$ cat config.mk
export PLATFORM = sky130hd
export DESIGN_NAME = cabac_byte_writer_flat
export DESIGN_NICKNAME = d
export VERILOG_FILES = /design/src/rtl/cabac_pkg.sv /design/src/rtl/cabac_byte_writer_if.sv /design/src/rtl/cabac_out_reg.sv /design/src/rtl/cabac_byte_writer.sv /design/src/flat_wrapper.sv
export SDC_FILE = /design/constraint.sdc
export NUM_CORES = 1
export LEC_CHECK = 0
export ABC_AREA = 1
export ABC_CLOCK_PERIOD_IN_PS = 1820
export BUFFER_PORTS_ARGS = -buffer_cell sky130_fd_sc_hd__buf_2
export CELL_PAD_IN_SITES_DETAIL_PLACEMENT = 0
export CELL_PAD_IN_SITES_GLOBAL_PLACEMENT = 1
export CORE_UTILIZATION = 39
export CTS_BUF_LIST = sky130_fd_sc_hd__clkbuf_8
export CTS_CLUSTER_SIZE = 12
export DETAILED_ROUTE_END_ITERATION = 10
export MAX_ROUTING_LAYER = met4
export PLACE_DENSITY_LB_ADDON = 0.1
export SYNTH_ARGS = -nofsm -noshare
export SYNTH_HDL_FRONTEND = slang
export SYNTH_SLANG_ARGS = --single-unit
$ cat constraint.sdc
create_clock -name clk -period 1.82 [get_ports clk]
set_input_delay 0.364 -clock clk [delete_from_list [all_inputs] [get_ports clk]]
set_output_delay 0.364 -clock clk [all_outputs]
set_load 0.01 [all_outputs]
$ cat src/rtl/cabac_pkg.sv
// Shared types and constants for the CABAC byte writer: FSM states, lead byte
// layout, counter width default and the buffered-byte idle value.
package cabac_pkg;

    localparam int unsigned CNT_W_DEF        = 16;
    localparam logic [7:0]  BUF_INIT         = 8'hFF;
    localparam logic [8:0]  LEAD_OUTSTANDING = 9'h0FF;

    typedef enum logic [1:0] {
        ST_IDLE       = 2'd0,
        ST_EMIT_FIRST = 2'd1,
        ST_EMIT_RUN   = 2'd2
    } state_t;

    typedef struct packed {
        logic       carry;
        logic [7:0] value;
    } lead_t;

    // 8-bit add of a carry bit; a carry into 0xFF wraps to 0x00.
    function automatic logic [7:0] add_carry(input logic [7:0] b, input logic c);
        return b + 8'(c);
    endfunction

endpackage

$ cat src/rtl/cabac_byte_writer_if.sv
// Handshake bundle between the arithmetic encoder core, the byte writer and
// the downstream bitstream sink.
interface cabac_byte_writer_if;
    import cabac_pkg::*;

    logic       lead_valid;
    lead_t      lead_byte;
    logic       lead_ready;
    logic       flush_valid;
    logic       flush_carry;
    logic       flush_ready;
    logic       flush_done;
    logic       out_valid;
    logic [7:0] out_byte;
    logic       out_ready;

    modport master (
        output lead_valid, lead_byte, flush_valid, flush_carry, out_ready,
        input  lead_ready, flush_ready, flush_done, out_valid, out_byte
    );

    modport slave (
        input  lead_valid, lead_byte, flush_valid, flush_carry, out_ready,
        output lead_ready, flush_ready, flush_done, out_valid, out_byte
    );

endinterface

$ cat src/rtl/cabac_out_reg.sv
// Output holding register: keeps out_valid/out_byte stable until the sink
// takes the byte; a new byte may be loaded in the same cycle one is taken.
module cabac_out_reg (
    input  logic       clk,
    input  logic       rst_n,
    input  logic       load,
    input  logic [7:0] load_byte,
    input  logic       out_ready,
    output logic       out_valid,
    output logic [7:0] out_byte
);

    always_ff @(posedge clk or negedge rst_n) begin
        if (!rst_n) begin
            out_valid <= 1'b0;
            out_byte  <= 8'h00;
        end else if (load) begin
            out_valid <= 1'b1;
            out_byte  <= load_byte;
        end else if (out_ready) begin
            out_valid <= 1'b0;
        end
    end

endmodule

$ cat src/rtl/cabac_byte_writer.sv
// CABAC byte writer: buffers one byte plus a run of outstanding 0xFF bytes and
// resolves them once the next carry is known (lead byte or end-of-slice flush).
module cabac_byte_writer
    import cabac_pkg::*;
#(
    parameter int unsigned CNT_W = CNT_W_DEF
) (
    input  logic                 clk,
    input  logic                 rst_n,
    cabac_byte_writer_if.slave   bus,
    output logic [CNT_W-1:0]     num_buf,
    output logic                 ovf_err
);

    state_t           state_q, state_d;
    logic [CNT_W-1:0] num_q, num_d;
    logic [7:0]       buf_q, buf_d;
    logic             pc_q, pc_d;
    logic             flushing_q, flushing_d;
    logic             done_q, done_d;
    logic             ovf_q, ovf_d;
    logic             rdy_q, rdy_d;

    logic             load_c;
    logic [7:0]       load_byte_c;
    logic             out_valid_c;
    logic [7:0]       out_byte_c;
    logic             lead_fire_c;
    logic             flush_fire_c;
    logic             out_fire_c;

    // Lead wins over a flush offered in the same cycle.
    assign lead_fire_c  = bus.lead_valid & rdy_q;
    assign flush_fire_c = bus.flush_valid & rdy_q & ~bus.lead_valid;
    assign out_fire_c   = out_valid_c & bus.out_ready;

    always_ff @(posedge clk or negedge rst_n) begin
        if (!rst_n) begin
            state_q    <= ST_IDLE;
            num_q      <= '0;
            buf_q      <= BUF_INIT;
            pc_q       <= 1'b0;
            flushing_q <= 1'b0;
            done_q     <= 1'b0;
            ovf_q      <= 1'b0;
            rdy_q      <= 1'b0;
        end else begin
            state_q    <= state_d;
            num_q      <= num_d;
            buf_q      <= buf_d;
            pc_q       <= pc_d;
            flushing_q <= flushing_d;
            done_q     <= done_d;
            ovf_q      <= ovf_d;
            rdy_q      <= rdy_d;
        end
    end

    // Next state; the first byte is computed at acceptance so it appears next cycle.
    always_comb begin
        state_d     = state_q;
        num_d       = num_q;
        buf_d       = buf_q;
        pc_d        = pc_q;
        flushing_d  = flushing_q;
        ovf_d       = ovf_q;
        done_d      = 1'b0;
        load_c      = 1'b0;
        load_byte_c = add_carry(BUF_INIT, pc_q);

        case (state_q)
            ST_IDLE: begin
                if (lead_fire_c) begin
                    if (bus.lead_byte == LEAD_OUTSTANDING) begin
                        if (&num_q) begin
                            ovf_d = 1'b1;
                        end else begin
                            num_d = num_q + CNT_W'(1);
                        end
                    end else if (num_q != '0) begin
                        pc_d        = bus.lead_byte.carry;
                        load_c      = 1'b1;
                        load_byte_c = add_carry(buf_q, bus.lead_byte.carry);
                        buf_d       = bus.lead_byte.value;
                        flushing_d  = 1'b0;
                        state_d     = ST_EMIT_FIRST;
                    end else begin
                        buf_d = bus.lead_byte.value;
                        num_d = CNT_W'(1);
                    end
                end else if (flush_fire_c) begin
                    pc_d  = bus.flush_carry;
                    buf_d = BUF_INIT;
                    if (num_q != '0) begin
                        load_c      = 1'b1;
                        load_byte_c = add_carry(buf_q, bus.flush_carry);
                        flushing_d  = 1'b1;
                        state_d     = ST_EMIT_FIRST;
                    end else begin
                        done_d = 1'b1;
                    end
                end
            end
            ST_EMIT_FIRST, ST_EMIT_RUN: begin
                if (out_fire_c) begin
                    if (num_q > CNT_W'(1)) begin
                        num_d   = num_q - CNT_W'(1);
                        load_c  = 1'b1;
                        state_d = ST_EMIT_RUN;
                    end else begin
                        num_d      = flushing_q ? CNT_W'(0) : CNT_W'(1);
                        done_d     = flushing_q;
                        flushing_d = 1'b0;
                        state_d    = ST_IDLE;
                    end
                end
            end
            default: state_d = ST_IDLE;
        endcase

        rdy_d = (state_d == ST_IDLE);
    end

    cabac_out_reg u_out_reg (
        .clk       (clk),
        .rst_n     (rst_n),
        .load      (load_c),
        .load_byte (load_byte_c),
        .out_ready (bus.out_ready),
        .out_valid (out_valid_c),
        .out_byte  (out_byte_c)
    );

    assign bus.lead_ready  = rdy_q;
    assign bus.flush_ready = rdy_q & ~bus.lead_valid;
    assign bus.flush_done  = done_q;
    assign bus.out_valid   = out_valid_c;
    assign bus.out_byte    = out_byte_c;
    assign num_buf         = num_q;
    assign ovf_err         = ovf_q;

endmodule
$ cat src/flat_wrapper.sv
// flat-port wrapper written by rule: the top's interface ports become plain ports
module cabac_byte_writer_flat import cabac_pkg::*;
#(
    parameter int unsigned CNT_W = CNT_W_DEF
)
  (clk, rst_n, num_buf, ovf_err, bus_lead_valid, bus_lead_byte, bus_flush_valid, bus_flush_carry, bus_out_ready, bus_lead_ready, bus_flush_ready, bus_flush_done, bus_out_valid, bus_out_byte);
  cabac_byte_writer_if bus_i ();
  input  logic clk;
  input  logic rst_n;
  output logic [CNT_W-1:0] num_buf;
  output logic ovf_err;
  input wire logic [$bits(bus_i.lead_valid)-1:0] bus_lead_valid;
  input wire logic [$bits(bus_i.lead_byte)-1:0] bus_lead_byte;
  input wire logic [$bits(bus_i.flush_valid)-1:0] bus_flush_valid;
  input wire logic [$bits(bus_i.flush_carry)-1:0] bus_flush_carry;
  input wire logic [$bits(bus_i.out_ready)-1:0] bus_out_ready;
  output wire logic [$bits(bus_i.lead_ready)-1:0] bus_lead_ready;
  output wire logic [$bits(bus_i.flush_ready)-1:0] bus_flush_ready;
  output wire logic [$bits(bus_i.flush_done)-1:0] bus_flush_done;
  output wire logic [$bits(bus_i.out_valid)-1:0] bus_out_valid;
  output wire logic [$bits(bus_i.out_byte)-1:0] bus_out_byte;
  assign bus_i.lead_valid = bus_lead_valid;
  assign bus_i.lead_byte = bus_lead_byte;
  assign bus_i.flush_valid = bus_flush_valid;
  assign bus_i.flush_carry = bus_flush_carry;
  assign bus_i.out_ready = bus_out_ready;
  assign bus_lead_ready = bus_i.lead_ready;
  assign bus_flush_ready = bus_i.flush_ready;
  assign bus_flush_done = bus_i.flush_done;
  assign bus_out_valid = bus_i.out_valid;
  assign bus_out_byte = bus_i.out_byte;
  cabac_byte_writer #(.CNT_W(CNT_W)) u_core (.clk(clk), .rst_n(rst_n), .bus(bus_i), .num_buf(num_buf), .ovf_err(ovf_err));
endmodule
==> impl_metrics.py <==
metrics = {
    "power_and_ir_drop": {
        "report.power.total_mw": 9.35,
        "vdd_drop_max_mv": 0.773,
        "p_clk_frac": 0.064,
        "p_comb_frac": 0.755,
        "p_sw_mw": 4.65,
        "seq_power_share": 0.182,
        "swShare": 0.498,
        "power.density_mw_per_mm2": 1970,
        "cellLeakagePower_nw": 2.39,
        "p_int_mw": 4.70,
    },
    "floorplan": {
        "fp.dieW_um": 94.6,
        "ios": 44,
        "coreArea_mm2": 0.00826,
        "die_h_um": 94.6,
        "fp-row-count": 33,
        "initial_utilization": 0.405,
        "die_area_mm2": 0.00895,
    },
    "finish": {
        "syn_to_final_growth_pct": 41.9,
        "final_cell_mix": "109 x nand2_1, 68 x buf_4, 47 x nand3_1",
        "fin_util": 0.575,
        "diodes": 0,
        "fillers": 806,
        "final_cell_area_mm2": 0.00475,
        "final_common_cell": "nand2_1",
        "final_cell_count_no_fill": 718,
        "final_nets": 636,
        "ff_latch_area_mm2": 0.00101,
        "drive_gt1_frac": 0.393,
        "multi_input_area_mm2": 0.00238,
    },
    "worst_setup_path": {
        "reg2regPathDepth": 11,
        "cpMaxStageDelayCell": "dfrtp_2",
        "crit_chain": "inv_2 -> ha_4 -> nand2_4 -> nor2_4 -> nand2_2 -> buf_4 -> nand4_1 -> nand2_2 -> buf_12 -> a21oi_2 -> a21oi_2",
        "rr_endpoint": "u_core.u_out_reg.out_byte[5]$_DFFE_PN0P_",
        "crit_arrival_ns": 2.03,
        "timing.rr.start": "u_core.num_buf[0]$_DFFE_PN0P_",
        "end_kind": "flop",
        "cp_max_fo": 8,
        "r2r_setup_slack_ns": -0.03,
        "worst-endpoint-required_ns": 2.00,
        "start_kind": "flop",
        "cpPeakStageDelay_ns": 0.47,
        "path_class": "flop to flop",
    },
    "clocking": {
        "h-tree-depth": 2,
        "cts_tree": "yes",
        "insertion_delay_ns": 0.30,
        "clkTransAtPathRegs_ns": 0.09,
        "root_buffer": "clkbuf_8",
        "clock_path_buffers": 2,
        "clock_sinks": 40,
        "numCtsBuffers": 5,
    },
    "yosys": {
        "synthFlopType": "dfrtp_1",
        "synth.area.top_cells": "dfrtp_1 24%, nand2_1 15%, nand3_1 7.5%, dfstp_2 6.3%, nor2_1 5.8%",
        "synth-edff-count": 0,
        "postSynthCellCount": 497,
        "seq_area_frac_synth": 0.302,
        "yosysUniqueCellTypes": 37,
        "syn-num-nets": 521,
        "synth.avg_cell_area_um2": 6.73,
        "ys_ff_latch": 40,
        "yosysWarnings": 0,
        "async_reset_ff_frac": 1.00,
        "yosysTopAreaCellShare": 0.239,
        "synth_area_leader_cell": "dfrtp_1",
        "syn_area_mm2": 0.00334,
    },
    "routing": {
        "drc_errors": 0,
        "avgViaCountPerCell": 5.08,
        "wirelength_um": 10200,
        "dr.pass1.iters": 4,
        "ant_nets": 0,
        "wl_per_cell_um": 14.2,
        "drtIter0Drc": 134,
        "vias": 3649,
    },
    "timing": {
        "fmax_mhz": 542,
        "hold_violations": 0,
        "period_share": 1.01,
        "timing.slew.headroom": 0.644,
        "holdWs_ns": 0.113,
        "worst_slack_ns": -0.0253,
        "tightest_slew_ns": 0.534,
        "rsz0062_at_grt": "true",
        "report.final.slew_viol_count": 0,
        "fin_tns_setup_ns": -0.210,
        "fin_worst_skew_ns": 0.0119,
        "finalSetupViolations": 18,
        "period_needed_ns": 1.85,
    },
    "run_status": {
        "outcome": "finished, violations left",
        "violations": "setup timing",
    },
    "global_routing": {
        "grt_first_pass_wirelength_um": 16100,
        "grt-ovfl-total": 0,
        "grt_use_total": 0.237,
        "antenna_found_initial": 0,
        "grt_pass1_vias": 3295,
        "grt_max_degree": 41,
    },
    "placed_design": {
        "post_dp_cell_area_mm2": 0.00416,
        "dp_hpwl_um": 7560,
        "pre_cts_slack_ns": -0.258,
        "dp.cells": 697,
        "port-buffer-count": 43,
        "gp_congestion": 0.892,
    },
    "flow_run": {
        "cap_violations": 0,
    },
    "worst_hold_path": {
        "min_path_type": "input port to asynchronous set/reset pin",
    },
}
-- routing by layer --
layer	global-route usage	up-vias	part of all wire
li1	-	1867	-
met1	0.353	1678	0.51
met2	0.338	91	0.44
met3	0.0290	13	0.038
met4	0.0543	0	0.011
met5	-	-	0
-- cells in the mapped netlist, drive strengths merged, types with 8 or more instances --
master and instances:
nor2 59, xor2 12, buf 11, ha 9
nor3 13, inv 49, o21ai 49, dfstp 8
nand2 140, nand4 15, dfrtp 32, a21oi 26
nand3 52
-- registers in the layout, indices dropped and copies added, names as in the netlist --
| signal | count |
|---|---|
| u_core.ovf_err | 1 |
| u_core.bus.flush_done | 1 |
| u_core.buf_q | 8 |
| u_core.num_buf | 16 |
| u_core.flushing_q | 1 |
| u_core.bus.lead_ready | 1 |
| u_core.pc_q | 1 |
| u_core.u_out_reg.out_valid | 1 |
| u_core.state_q | 2 |
| u_core.u_out_reg.out_byte | 8 |
-- worst max path at each step --
stage / from / to / slack, ns / depth (start not counted)
2_1_floorplan: u_core.num_buf[1]$_DFFE_PN0P_ / u_core.num_buf[7]$_DFFE_PN0P_ / 0.005 / 11
3_3_place_gp: u_core.num_buf[0]$_DFFE_PN0P_ / u_core.num_buf[13]$_DFFE_PN0P_ / -0.11 / 11
3_5_place_dp: u_core.num_buf[0]$_DFFE_PN0P_ / u_core.num_buf[10]$_DFFE_PN0P_ / -0.26 / 11
4_1_cts: u_core.num_buf[0]$_DFFE_PN0P_ / u_core.u_out_reg.out_byte[4]$_DFFE_PN0P_ / -0.007 / 11
5_1_grt: u_core.num_buf[0]$_DFFE_PN0P_ / u_core.u_out_reg.out_byte[5]$_DFFE_PN0P_ / -0.10 / 11
6_report: u_core.num_buf[0]$_DFFE_PN0P_ / u_core.u_out_reg.out_byte[5]$_DFFE_PN0P_ / -0.03 / 11
-- cell type report --
class,instances,share of cell area
Clock inverter,3,0.00264
Timing Repair Buffer,124,0.197
Inverter,50,0.0424
Clock buffer,5,0.0145
Tap cell,105,0.0277
Sequential cell,40,0.213
Multi-Input combinational cell,391,0.502
-- repair_timing --
item	CTS	global route
setup buffers	4	7
hold buffers	0	0
pin swaps	9	34
gates cloned	0	2
setup endpoints to repair	26	29
gates resized for setup	13	84
-- power by group through the flow --
stage | sequential [mW] | clock [mW] | combinational (mW)
3_5_place_dp | 1.62 | 0 | 5.57
4_1_cts | 1.62 | 0.605 | 5.93
2_1_floorplan | 1.68 | 0 | 3.28
3_3_place_gp | 1.61 | 0 | 5.49
6_report | 1.70 | 0.595 | 7.06
5_1_grt | 1.74 | 0.638 | 7.71
-- worst max-delay path: cells and delay by family, from the launching register on --
| family | cells | cell delay (ns) |
|---|---|---|
| buffers and inverters | 3 | 0.41 |
| DFF | 1 | 0.47 |
| adders and majority gates | 1 | 0.16 |
| AOI/OAI and AO/OA | 2 | 0.17 |
| and+or+nand+nor | 5 | 0.52 |
-- kinds of logic (layout without fill, tap and decap cells) --
group | Yosys count | count (layout) | share of synthesized area
and+or+nand+nor | 285 | 285 | 0.393
DFF | 40 | 40 | 0.302
buffers and inverters | 66 | 182 | 0.0831
adders and majority gates | 9 | 9 | 0.0337
xor gates and xnor gates | 15 | 15 | 0.0393
AOI/OAI and AO/OA | 82 | 82 | 0.149
No activity file was read; power rests on OpenSTA's default activity.
